`src/rtl/fmul_pipe.sv`:
```
// rtl/fmul_pipe.sv - parametrised 3-stage floating-point multiplier, RNE/RTZ rounding, flush-to-zero
// One global enable moves all stages together; data registers carry no reset, only valid bits and outputs.
module fmul_pipe #(
  parameter int EW = 8,
  parameter int MW = 23
) (
  input  logic             clk,
  input  logic             rstn,
  input  logic             in_valid,
  output logic             in_ready,
  input  logic [EW+MW:0]   x1,
  input  logic [EW+MW:0]   x2,
  input  logic             rm,
  output logic             out_valid,
  input  logic             out_ready,
  output logic [EW+MW:0]   y,
  output logic [3:0]       flags
);
  localparam int W  = EW + MW + 1;
  localparam int H  = (MW + 1) / 2;
  localparam int L  = MW + 1 - H;
  localparam int PW = 2 * MW + 2;
  localparam logic [EW+1:0]        BIAS = (EW+2)'((1 << (EW - 1)) - 1);
  localparam logic signed [EW+1:0] EMAX = (EW+2)'((1 << EW) - 1);

  logic adv;
  assign adv      = ~out_valid | out_ready;
  assign in_ready = adv;

  logic [EW-1:0] e1, e2;
  logic [MW-1:0] m1, m2;
  logic [MW:0]   sig1, sig2;
  logic          z1, z2, i1, i2, n1, n2, sgn_c;
  assign e1    = x1[W-2:MW];
  assign e2    = x2[W-2:MW];
  assign m1    = x1[MW-1:0];
  assign m2    = x2[MW-1:0];
  assign sig1  = {1'b1, m1};
  assign sig2  = {1'b1, m2};
  assign sgn_c = x1[W-1] ^ x2[W-1];
  assign z1    = (e1 == '0);
  assign z2    = (e2 == '0);
  assign i1    = (e1 == '1) && (m1 == '0);
  assign i2    = (e2 == '1) && (m2 == '0);
  assign n1    = (e1 == '1) && (m1 != '0);
  assign n2    = (e2 == '1) && (m2 != '0);

  logic signed [EW+1:0] esum_c;
  assign esum_c = $signed({2'b00, e1} + {2'b00, e2} - BIAS);

  logic         sp_c, sp_nv_c;
  logic [W-1:0] sp_y_c;
  always_comb begin
    sp_c    = 1'b1;
    sp_nv_c = 1'b0;
    sp_y_c  = {1'b0, {EW{1'b1}}, 1'b1, {(MW-1){1'b0}}};
    if (n1 | n2)
      sp_nv_c = (n1 & ~m1[MW-1]) | (n2 & ~m2[MW-1]);
    else if ((i1 & z2) | (z1 & i2))
      sp_nv_c = 1'b1;
    else if (i1 | i2)
      sp_y_c = {sgn_c, {EW{1'b1}}, {MW{1'b0}}};
    else if (z1 | z2)
      sp_y_c = {sgn_c, {(W-1){1'b0}}};
    else
      sp_c = 1'b0;
  end

  // Stage 1: split multiplier operand into two partial products
  logic                 v1, s1_sgn, s1_rm, s1_sp, s1_sp_nv;
  logic signed [EW+1:0] s1_esum;
  logic [MW+H:0]        s1_pplo;
  logic [MW+L:0]        s1_pphi;
  logic [W-1:0]         s1_sp_y;

  logic [PW-1:0]        prod;
  logic signed [EW+1:0] e_n;
  logic [MW-1:0]        mant_n;
  logic                 g_n, st_n;
  assign prod = PW'(s1_pplo) + (PW'(s1_pphi) << H);

  always_comb begin
    if (prod[PW-1]) begin
      e_n    = s1_esum + (EW+2)'(1);
      mant_n = prod[PW-2:MW+1];
      g_n    = prod[MW];
      st_n   = |prod[MW-1:0];
    end else begin
      e_n    = s1_esum;
      mant_n = prod[PW-3:MW];
      g_n    = prod[MW-1];
      st_n   = |prod[MW-2:0];
    end
  end

  logic                 v2, s2_sgn, s2_rm, s2_sp, s2_sp_nv, s2_g, s2_st;
  logic signed [EW+1:0] s2_e;
  logic [MW-1:0]        s2_mant;
  logic [W-1:0]         s2_sp_y;

  // Stage 3: a mantissa carry leaves the low bits zero, so only E needs the bump
  logic                 inc;
  logic [MW:0]          mr;
  logic signed [EW+1:0] e_r;
  logic [W-1:0]         res_y;
  logic [3:0]           res_f;
  assign inc = ~s2_rm & s2_g & (s2_st | s2_mant[0]);
  assign mr  = {1'b0, s2_mant} + {{MW{1'b0}}, inc};
  assign e_r = s2_e + {{(EW+1){1'b0}}, mr[MW]};

  always_comb begin
    res_y = {s2_sgn, e_r[EW-1:0], mr[MW-1:0]};
    res_f = {3'b000, s2_g | s2_st};
    if (s2_sp) begin
      res_y = s2_sp_y;
      res_f = {s2_sp_nv, 3'b000};
    end else if (e_r >= EMAX) begin
      res_y = {s2_sgn, {EW{1'b1}}, {MW{1'b0}}};
      res_f = 4'b0101;
    end else if (e_r[EW+1] || (e_r == '0)) begin
      res_y = {s2_sgn, {(W-1){1'b0}}};
      res_f = 4'b0011;
    end
  end

  always_ff @(posedge clk) begin
    if (!rstn) begin
      v1        <= 1'b0;
      v2        <= 1'b0;
      out_valid <= 1'b0;
      y         <= '0;
      flags     <= '0;
    end else if (adv) begin
      v1        <= in_valid;
      v2        <= v1;
      out_valid <= v2;
      y         <= v2 ? res_y : '0;
      flags     <= v2 ? res_f : '0;
    end
  end

  always_ff @(posedge clk) begin
    if (adv) begin
      s1_sgn   <= sgn_c;
      s1_rm    <= rm;
      s1_esum  <= esum_c;
      s1_pplo  <= (MW+1+H)'(sig1) * (MW+1+H)'(sig2[H-1:0]);
      s1_pphi  <= (MW+1+L)'(sig1) * (MW+1+L)'(sig2[MW:H]);
      s1_sp    <= sp_c;
      s1_sp_nv <= sp_nv_c;
      s1_sp_y  <= sp_y_c;
      s2_sgn   <= s1_sgn;
      s2_rm    <= s1_rm;
      s2_e     <= e_n;
      s2_mant  <= mant_n;
      s2_g     <= g_n;
      s2_st    <= st_n;
      s2_sp    <= s1_sp;
      s2_sp_nv <= s1_sp_nv;
      s2_sp_y  <= s1_sp_y;
    end
  end
endmodule

```
`config.mk`:
```
export PLATFORM = sky130hd
export DESIGN_NAME = fmul_pipe
export DESIGN_NICKNAME = d
export VERILOG_FILES = /design/src/rtl/fmul_pipe.sv
export SDC_FILE = /design/constraint.sdc
export NUM_CORES = 2
export LEC_CHECK = 0
export ABC_AREA = 1
export CORE_MARGIN = 1
export CORE_UTILIZATION = 55
export CTS_BUF_LIST = sky130_fd_sc_hd__clkbuf_16
export CTS_CLUSTER_DIAMETER = 50
export DETAILED_ROUTE_END_ITERATION = 16
export GPL_ROUTABILITY_DRIVEN = 0
export GPL_TIMING_DRIVEN = 0
export PLACE_DENSITY_LB_ADDON = 0.25
export SLEW_MARGIN = 20
export SYNTH_ARGS = -nofsm -noshare
export SYNTH_HDL_FRONTEND = slang
export SYNTH_SLANG_ARGS = --single-unit
```
`constraint.sdc`:
```
create_clock -name clk -period 13.9 [get_ports clk]
set_clock_uncertainty 0.2 [all_clocks]
set_input_delay 2.085 -clock clk [delete_from_list [all_inputs] [get_ports clk]]
set_output_delay 2.085 -clock clk [all_outputs]
set_load 0.005 [all_outputs]
```
==> impl_metrics.csv <==
group,metric,value,unit
status,status,"completed",
grt,antenna_found_initial,0,
hold_path,min_delay_worst_endpoint,"s2_sgn",
logic_synthesis,synth_area_per_cell,7.83,sq um
route,ant_nets,0,
floorplan,start_util,55.6,%
grt,grt_max_degree,80,
floorplan,fp.coreArea,50100,sq um
logic_synthesis,syn_area,27800,sq um
hold_path,worstHoldPathCells,0,
cts,clk_pin_slew,60,ps
cts,cts_buffers,17,
floorplan,fp.dieArea,51500,sq um
worst_setup_path,cp.arrival,8190,ps
grt,grt_pass1_wl,119,mm
logic_synthesis,synthDistinctLibCells,53,
finish,area_growth_syn_to_layout,8.63,%
grt,grt_use_total,30.2,%
logic_synthesis,synthArstFlopShare,0,%
timing,hold_viol,0,
cts,hold_buffers,0,
cts,h-tree-depth,4,
hold_path,hp-start,"s1_sgn",
route,wire_per_inst,17.0,um
logic_synthesis,ys_warn_count,0,
worst_setup_path,reg2reg_slack,9630,ps
timing,tightest_slew,1040,ps
logic_synthesis,ys_ff_latch,170,
timing,period_share,59.0,%
finish,final_cell_mix,"nand2_1, inv_1, fa_1",
cts,clock_sinks,170,
worst_setup_path,crit_fanout,10,
cts,post_cts_resized,0,
cts,cts_buffer_depth,2,
run,cap_viol_max_count,0,
placed_design,io_buffers,93,
route,routed_wl,74.1,mm
cts,root_buffer,"clkbuf_16",
finish,layout_commonest_cell,"nand2_1",
grt,grt-ovfl-total,0,
cts,clock_latency,440,ps
floorplan,die_h,227,um
worst_setup_path,worstSetupStartpointType,"primary input",
finish,diodes,0,
timing,timing.slew.headroom,30.3,%
cts,cts_tree,"done",
worst_setup_path,rr_endpoint,"y[1]",
worst_setup_path,cp-end-kind,"flip-flop",
timing,drv_slew,0,
worst_setup_path,critPathKind,"in2reg",
logic_synthesis,seq_area_frac_synth,16.9,%
logic_synthesis,synthCells,3553,
floorplan,rows,82,
floorplan,die_w,227,um
floorplan,ios,107,
logic_synthesis,syn_nets,4255,
route,vias,22900,
finish,fin_nets,4368,
timing,min_period,8210,ps
worst_setup_path,required,13890,ps
timing,fmax,122,MHz
timing,rsz0062_at_grt,"no",
route,drtPass1Iterations,6,
grt,first_global_vias,22500,
route,drt_iter0_markers,1504,
finish,drive_gt1_share,2.28,%
placed_design,dpl.hpwl,62.7,mm
worst_setup_path,r2r-start,"s2_mant[0]",
timing,finalSetupViolations,0,
hold_path,min_path_type,"reg2reg",
route,remaining_drc_errors,0,
timing,tns,0,ps
logic_synthesis,synthFlopType,"edfxtp_1",
route,via_per_inst,5.26,
placed_design,dp.cells,4319,
finish,layout.cells.non_filler,4350,
logic_synthesis,synth_enable_flop_cells,131,
cts,post-cts-setup-buffers,0,
worst_setup_path,reg2reg_depth,25,
==> logic make-up (layout without fill, tap and decap cells) <==
group,after synthesis,in the layout,synth area share (%)
xor gates and xnor gates,101,101,3.18
adders and majority gates,633,633,40.4
AOI/OAI and AO/OA,284,284,5.70
and+or+nand+nor,1386,1386,20.4
DFF,170,170,16.9
buffers and inverters,979,1104,13.4
==> synth_stat cells, types with 3 or more instances <==
cell,count,area [sq um]
nor3_2,3,30.0
dfxtp_1,39,781
ha_1,191,2390
o21bai_1,14,105
nand2_1,1008,3780
nor2_2,5,31.3
nor2_1,162,608
nand3b_1,5,37.5
a21o_1,8,60.1
xnor2_1,39,342
nand2_2,4,25.0
a21boi_0,7,52.6
o21ai_0,56,280
fa_1,442,8850
o21a_1,9,67.6
xor2_1,62,543
o211ai_1,5,37.5
inv_1,851,3190
a31oi_1,4,25.0
o221ai_1,3,26.3
buf_2,3,15.0
clkbuf_1,111,417
nand4_1,31,194
nor4_1,17,106
inv_2,4,15.0
nand3_1,93,465
edfxtp_1,131,3930
or2_2,9,56.3
nand3_2,12,120
nor3_1,29,145
buf_6,4,45.0
a21oi_1,148,741
o21ai_1,19,95.1
==> cell type report <==
cell class              count  area [sq um]
fillers                  4581         19800
multi-input cells        2404         19400
flip-flops and latches    170          4710
inverters                 858          3230
repair buffers             94           958
well taps                 672           841
plain buffers             121           495
clock buffers              17           425
clock inverters            14           173
==> worst max path at each step <==
stage          startpoint           to  slack [ps]  depth (start not counted)
6_report           x1[16]  s1_pplo[30]        5690                         18
5_1_grt            x1[16]  s1_pplo[34]        5510                         20
4_1_cts            x1[15]  s1_pplo[30]        5860                         20
3_5_place_dp       x1[16]  s1_pplo[30]        5400                         18
3_3_place_gp    out_ready     in_ready        4160                          5
2_1_floorplan   out_ready     in_ready        6670                          3
==> flip-flops by register name, indices dropped and copies added, names as in the netlist, 3 cells and up <==
name     cells
s1_pphi     36
s1_pplo     36
y           32
s2_mant     23
s1_esum     10
s2_e        10
flags        4
s1_sp_y      3
s2_sp_y      3
==> per-stage QoR <==
stage	area (sq um)	setup slack (ps)	hold WS, ps	util, %
after floorplan	27800	6670	200	-
after global placement	29600	4160	204	59.1
after detailed placement	29600	5400	205	59.2
after CTS	30200	5860	220	60.4
after global routing	30200	5510	227	60.4
final	30200	5690	220	60.4
==> critical path, stage by stage <==
cell,delay [ps]
clkdlybuf4s50_1,820
clkbuf_1,710
nand2_1,180
fa_1,540
fa_1,520
inv_1,50
fa_1,510
fa_1,490
inv_1,50
fa_1,590
inv_1,70
ha_1,350
a21oi_1,260
o21ai_0,150
a21boi_0,310
nand3_1,200
a21oi_1,200
xnor2_1,90
==> layer usage <==
metal	global-route usage, %	part of all wire (%)	vias to the layer above
met1	39.9	41	10900
met3	4.50	7.6	197
met2	48.4	45	935
li1	-	-	10900
met4	15.2	5.6	0
met5	0	0	-
Power is left out: the tool's default activity adds up to more than one toggle a clock period on the data nets, which glitch-free logic cannot reach.
